## src/rtl/mul_responder_if.sv

```systemverilog
// Request/response bundle for mul_responder: two requester channels (A, B),
// each with a valid/ready request side and a one-cycle response pulse.
interface mul_responder_if #(
  parameter int unsigned TAG_W = 4
);
  logic             req_vld_a, req_vld_b;
  logic             req_rdy_a, req_rdy_b;
  logic [26:0]      req_in_1_a, req_in_1_b;
  logic [26:0]      req_in_2_a, req_in_2_b;
  logic [TAG_W-1:0] req_tag_a, req_tag_b;
  logic             rsp_vld_a, rsp_vld_b;
  logic [53:0]      rsp_out_a, rsp_out_b;
  logic [TAG_W-1:0] rsp_tag_a, rsp_tag_b;

  modport master (
    output req_vld_a, req_vld_b, req_in_1_a, req_in_1_b,
           req_in_2_a, req_in_2_b, req_tag_a, req_tag_b,
    input  req_rdy_a, req_rdy_b, rsp_vld_a, rsp_vld_b,
           rsp_out_a, rsp_out_b, rsp_tag_a, rsp_tag_b
  );

  modport slave (
    input  req_vld_a, req_vld_b, req_in_1_a, req_in_1_b,
           req_in_2_a, req_in_2_b, req_tag_a, req_tag_b,
    output req_rdy_a, req_rdy_b, rsp_vld_a, rsp_vld_b,
           rsp_out_a, rsp_out_b, rsp_tag_a, rsp_tag_b
  );
endinterface

```

## src/rtl/mul_responder.sv

```systemverilog
// Shared 27x27 unsigned multiplier serving two requesters with a fixed-latency pipeline.
// MUL_RESPONDER_RR_EN selects round-robin arbitration; otherwise channel A has fixed priority.
module mul_responder #(
  parameter int unsigned LAT   = 2,
  parameter int unsigned TAG_W = 4
) (
  input  logic           clk,
  input  logic           reset,
  input  logic           flush,
  mul_responder_if.slave bus,
  output logic [2:0]     inflight,
  output logic           idle
);
  logic             grant_a, grant_b, acc;
  logic             s1_vld, s1_ch;
  logic [TAG_W-1:0] s1_tag;
  logic [26:0]      s1_op1, s1_op2;
  logic             st_vld  [2:LAT];
  logic             st_ch   [2:LAT];
  logic [TAG_W-1:0] st_tag  [2:LAT];
  logic [53:0]      st_prod [2:LAT];
  logic             out_vld, out_ch;
  logic [TAG_W-1:0] out_tag;
  logic [53:0]      out_prod;
`ifdef MUL_RESPONDER_RR_EN
  logic             last;
`endif

  always_comb begin
    grant_a = 1'b0;
    grant_b = 1'b0;
    if (!reset && !flush) begin
      if (bus.req_vld_a && bus.req_vld_b) begin
`ifdef MUL_RESPONDER_RR_EN
        grant_a = last;
        grant_b = ~last;
`else
        grant_a = 1'b1;
`endif
      end else begin
        grant_a = bus.req_vld_a;
        grant_b = bus.req_vld_b;
      end
    end
  end

  assign bus.req_rdy_a = grant_a;
  assign bus.req_rdy_b = grant_b;
  assign acc           = grant_a | grant_b;

`ifdef MUL_RESPONDER_RR_EN
  always_ff @(posedge clk or posedge reset) begin
    if (reset)    last <= 1'b0;
    else if (acc) last <= grant_b;
  end
`endif

  // Final stage feeds a registered output; flush also blocks that hand-off,
  // so a result still inside the pipe at the flush edge is never reported.
  always_ff @(posedge clk or posedge reset) begin
    if (reset) begin
      s1_vld   <= 1'b0;
      s1_ch    <= 1'b0;
      s1_tag   <= '0;
      s1_op1   <= '0;
      s1_op2   <= '0;
      for (int unsigned k = 2; k <= LAT; k++) begin
        st_vld[k]  <= 1'b0;
        st_ch[k]   <= 1'b0;
        st_tag[k]  <= '0;
        st_prod[k] <= '0;
      end
      out_vld  <= 1'b0;
      out_ch   <= 1'b0;
      out_tag  <= '0;
      out_prod <= '0;
      inflight <= '0;
    end else begin
      s1_vld <= acc;
      if (acc) begin
        s1_ch  <= grant_b;
        s1_tag <= grant_b ? bus.req_tag_b  : bus.req_tag_a;
        s1_op1 <= grant_b ? bus.req_in_1_b : bus.req_in_1_a;
        s1_op2 <= grant_b ? bus.req_in_2_b : bus.req_in_2_a;
      end
      st_vld[2]  <= s1_vld & ~flush;
      st_ch[2]   <= s1_ch;
      st_tag[2]  <= s1_tag;
      st_prod[2] <= {27'd0, s1_op1} * {27'd0, s1_op2};
      for (int unsigned k = 3; k <= LAT; k++) begin
        st_vld[k]  <= st_vld[k-1] & ~flush;
        st_ch[k]   <= st_ch[k-1];
        st_tag[k]  <= st_tag[k-1];
        st_prod[k] <= st_prod[k-1];
      end
      out_vld  <= st_vld[LAT] & ~flush;
      out_ch   <= st_ch[LAT];
      out_tag  <= st_tag[LAT];
      out_prod <= st_prod[LAT];
      if (flush) inflight <= '0;
      else       inflight <= inflight + {2'b00, acc} - {2'b00, st_vld[LAT]};
    end
  end

  always_comb begin
    bus.rsp_vld_a = out_vld & ~out_ch;
    bus.rsp_vld_b = out_vld &  out_ch;
    bus.rsp_out_a = '0;
    bus.rsp_tag_a = '0;
    bus.rsp_out_b = '0;
    bus.rsp_tag_b = '0;
    if (out_vld && !out_ch) begin
      bus.rsp_out_a = out_prod;
      bus.rsp_tag_a = out_tag;
    end
    if (out_vld && out_ch) begin
      bus.rsp_out_b = out_prod;
      bus.rsp_tag_b = out_tag;
    end
  end

  assign idle = reset | ((inflight == 3'd0) & ~bus.req_vld_a & ~bus.req_vld_b);
endmodule

```

## src/flat_wrapper.sv

```systemverilog
// flat-port wrapper written by rule: the top's interface ports become plain ports
module mul_responder_flat 
#(
  parameter int unsigned LAT   = 2,
  parameter int unsigned TAG_W = 4
)
  (clk, reset, flush, inflight, idle, bus_req_vld_a, bus_req_vld_b, bus_req_in_1_a, bus_req_in_1_b, bus_req_in_2_a, bus_req_in_2_b, bus_req_tag_a, bus_req_tag_b, bus_req_rdy_a, bus_req_rdy_b, bus_rsp_vld_a, bus_rsp_vld_b, bus_rsp_out_a, bus_rsp_out_b, bus_rsp_tag_a, bus_rsp_tag_b);
  mul_responder_if #(.TAG_W(TAG_W)) bus_i ();
  input  logic clk;
  input  logic reset;
  input  logic flush;
  output logic [2:0] inflight;
  output logic idle;
  input wire logic [$bits(bus_i.req_vld_a)-1:0] bus_req_vld_a;
  input wire logic [$bits(bus_i.req_vld_b)-1:0] bus_req_vld_b;
  input wire logic [$bits(bus_i.req_in_1_a)-1:0] bus_req_in_1_a;
  input wire logic [$bits(bus_i.req_in_1_b)-1:0] bus_req_in_1_b;
  input wire logic [$bits(bus_i.req_in_2_a)-1:0] bus_req_in_2_a;
  input wire logic [$bits(bus_i.req_in_2_b)-1:0] bus_req_in_2_b;
  input wire logic [$bits(bus_i.req_tag_a)-1:0] bus_req_tag_a;
  input wire logic [$bits(bus_i.req_tag_b)-1:0] bus_req_tag_b;
  output wire logic [$bits(bus_i.req_rdy_a)-1:0] bus_req_rdy_a;
  output wire logic [$bits(bus_i.req_rdy_b)-1:0] bus_req_rdy_b;
  output wire logic [$bits(bus_i.rsp_vld_a)-1:0] bus_rsp_vld_a;
  output wire logic [$bits(bus_i.rsp_vld_b)-1:0] bus_rsp_vld_b;
  output wire logic [$bits(bus_i.rsp_out_a)-1:0] bus_rsp_out_a;
  output wire logic [$bits(bus_i.rsp_out_b)-1:0] bus_rsp_out_b;
  output wire logic [$bits(bus_i.rsp_tag_a)-1:0] bus_rsp_tag_a;
  output wire logic [$bits(bus_i.rsp_tag_b)-1:0] bus_rsp_tag_b;
  assign bus_i.req_vld_a = bus_req_vld_a;
  assign bus_i.req_vld_b = bus_req_vld_b;
  assign bus_i.req_in_1_a = bus_req_in_1_a;
  assign bus_i.req_in_1_b = bus_req_in_1_b;
  assign bus_i.req_in_2_a = bus_req_in_2_a;
  assign bus_i.req_in_2_b = bus_req_in_2_b;
  assign bus_i.req_tag_a = bus_req_tag_a;
  assign bus_i.req_tag_b = bus_req_tag_b;
  assign bus_req_rdy_a = bus_i.req_rdy_a;
  assign bus_req_rdy_b = bus_i.req_rdy_b;
  assign bus_rsp_vld_a = bus_i.rsp_vld_a;
  assign bus_rsp_vld_b = bus_i.rsp_vld_b;
  assign bus_rsp_out_a = bus_i.rsp_out_a;
  assign bus_rsp_out_b = bus_i.rsp_out_b;
  assign bus_rsp_tag_a = bus_i.rsp_tag_a;
  assign bus_rsp_tag_b = bus_i.rsp_tag_b;
  mul_responder #(.LAT(LAT), .TAG_W(TAG_W)) u_core (.clk(clk), .reset(reset), .flush(flush), .bus(bus_i), .inflight(inflight), .idle(idle));
endmodule
```

## config.mk

```make
export PLATFORM = sky130hd
export DESIGN_NAME = mul_responder_flat
export DESIGN_NICKNAME = d
export VERILOG_FILES = /design/src/rtl/mul_responder_if.sv /design/src/rtl/mul_responder.sv /design/src/flat_wrapper.sv
export SDC_FILE = /design/constraint.sdc
export NUM_CORES = 2
export LEC_CHECK = 0
export CAP_MARGIN = 25
export CORE_MARGIN = 2
export CORE_UTILIZATION = 45
export DETAILED_ROUTE_END_ITERATION = 8
export SYNTH_ARGS = -nofsm -noshare
export SYNTH_HDL_FRONTEND = slang
export SYNTH_SLANG_ARGS = --single-unit
```

## constraint.sdc

```tcl
create_clock -name clk -period 12.05 [get_ports clk]
set_input_delay 1.205 -clock clk [delete_from_list [all_inputs] [get_ports clk]]
set_output_delay 1.205 -clock clk [all_outputs]
set_load 0.05 [all_outputs]
```

==> results.toml <==
[routing]
drt-pass1-iter-count = 5
drc = 0
drt-wirelength-per-cell_um = 19.1
viasPerCell = 5.12
ant_nets = 0
routed_wl_um = 82800
vias = 22200
dr.first_iter.drc_count = 1464

[placed_design]
port_buffers = 244
place.gp.congestion = 0.854
dpl.hpwl_um = 64600

[cts]
cts_setup_buffers = 0
postCtsHoldBufs = 0
cts-root-buf = "clkbuf_16"
cts_sinks = 183
cts_buffers = 17
tritoncts = "yes"
clk_latency_ps = 510
clk_pin_slew_ps = 100
htree_levels = 4
cts-resized-gates = 0
clockBufferDepth = 2

[floorplan]
die_width_um = 264
io_pins = 245
coreArea_mm2 = 0.0672
placementRows = 95
die_area_mm2 = 0.0699
die_h_um = 264
start_util_pct = 45.4

[critical_path]
startpoint_type = "flop"
required_ps = 12440
crit_fanout = 28
critical_path_class = "reg -> reg"
critPathArrivalTime_ps = 8090
end_kind = "flop"

[global_routing]
grt_usage_pct = 24.7
use_met1_pct = 30.2
grt_pass1_vias = 23500
globalRouteMet2Util_pct = 43.4
grt_max_degree = 109
global_route.peak_usage_layer = "met2"
grt_pass1_wl_um = 132000
grt.met3_usage_pct = 3.30
grt.overflow.total = 0
antenna_found_initial = 2

[run_status]
status = "finished clean"

[timing]
relSlewSlack_pct = 28.0
fin_skew_ps = 23.5
rsz0062_at_grt = "no"
hold_viol = 0
max_slew.worst_pin.slew_ps = 1080
final-setup-viol-count = 0
finalSetupTns_ps = 0
min_period_ps = 7700
fin_crit_sh_pct = 63.9
max_freq_ghz = 0.130
slew_viol_final = 0

[logic_synthesis]
yosys-top-cells-area = "fa_1, dfrtp_1, inv_1"
avgSynthCellArea_um2 = 9.09
postSynthCellCount = 3356
synth_edf_count = 0
synthArstFlopShare_pct = 100
synth_cell_type_count = 59
syn-cell-area_mm2 = 0.0305
synth_most_common_cell = "inv_1"
yosysTopAreaCell = "fa_1"
syn_nets = 4297
ys_warn_count = 0
synth-seq-area-share_pct = 15.0
netlist_top_cells_count = "inv_1, fa_1, nand2_1, and2_1, clkbuf_1"
synth_top_area_share_pct = 41.0
synth-seq-cells = 183
synth_ff_type = "dfrtp_1"

[cells_and_area]
nFillCells = 6307
drive_gt1_share_pct = 2.91
multiInputGateArea_mm2 = 0.0223
syn_to_final_growth_pct = 12.5
final_nets = 4396
layout.area.seq_mm2 = 0.00458

[job]
maxCapViolations = 0

[min_path]
hp-class = "reg -> reg"
-- state kept, by name, summed over array words and instances, names as in the netlist --
register,flops
u_core.inflight,3
u_core.out_vld,1
u_core.s1_op2,27
u_core.s1_tag,4
u_core.out_tag,4
u_core.s1_vld,1
u_core.st_tag,4
u_core.st_prod,54
u_core.s1_ch,1
u_core.s1_op1,27
u_core.out_prod,54
u_core.st_ch,1
u_core.st_vld,1
u_core.out_ch,1
-- worst paths after layout --
check	from	end	slack, ps	cells after the start
min in group asynchronous	reset	u_core.out_prod[28]	1320	2
max	u_core.s1_op2[5]	u_core.st_prod[46]	4350	23
min	u_core.st_prod[33]	u_core.out_prod[33]	330	0
min reg2reg	u_core.st_prod[33]	u_core.out_prod[33]	330	0
max in group asynchronous	reset	u_core.st_prod[9]	9660	4
max reg2reg	u_core.s1_op2[5]	u_core.st_prod[46]	4350	23
-- per-layer routing --
metal	part of all wire [%]	routed length [um]
met1	39	32200
met2	51	42500
met5	0	0
met4	4.9	4090
met3	4.9	4030
-- cell usage in the layout, fill, tap and decap left out, drive strengths merged, types with 20 or more instances in the layout --
cell type        n
o21ai           86
and2           359
a21o            21
nand3           20
and3            64
a21oi           59
fa             625
dfrtp          183
buf             58
nor2            31
nand2          533
ha             195
o22ai           60
inv            750
xnor2           37
clkdlybuf4s50  244
-- cell families after synthesis --
kind of cell / Yosys count / share of synthesized area [%]
mux: 1 / 0.0369
buf+inv: 965 / 11.9
xor+xnor: 47 / 1.35
compound gates: 291 / 5.89
fa+ha+maj: 820 / 49.0
flops: 183 / 15.0
simple gates: 1049 / 16.8
-- layout make-up --
class,count,share of cell area [%]
inverter,743,8.14
clock buffer,18,1.25
tap,873,3.18
sequential,183,13.3
timing repair buffer,302,8.57
antenna,1,0.00729
multi-input combinational,2208,65.0
clock inverter,14,0.521
-- critical path: stages, from the launching register on --
cell	delay, ps
dfrtp_1	1050
and2_1	260
fa_1	440
fa_1	540
inv_1	60
fa_1	520
inv_1	50
fa_1	490
inv_1	50
fa_1	530
inv_1	50
fa_1	480
inv_1	50
fa_1	470
inv_1	40
ha_1	370
a21oi_1	120
o211ai_1	270
and2_1	200
o21a_1	230
nand4_1	310
o21ai_0	530
a311oi_1	180
a211oi_1	300
-- through the flow --
step / cell area, um^2 / cells / util, % / setup slack, ps / hold WS (ps)
2_1_floorplan: 30500 / 3356 / - / 3520 / 331
3_3_place_gp: 33600 / 4304 / 50.1 / 4050 / 332
3_5_place_dp: 33600 / 4305 / 50.1 / 4380 / 335
4_1_cts: 34200 / 4337 / 51.0 / 4370 / 335
5_1_grt: 34300 / 4341 / 51.1 / 3910 / 352
6_report: 34300 / 4342 / 51.1 / 4350 / 327
Power is left out: the tool's default activity adds up to more than one toggle a clock period on the data nets, which glitch-free logic cannot reach.
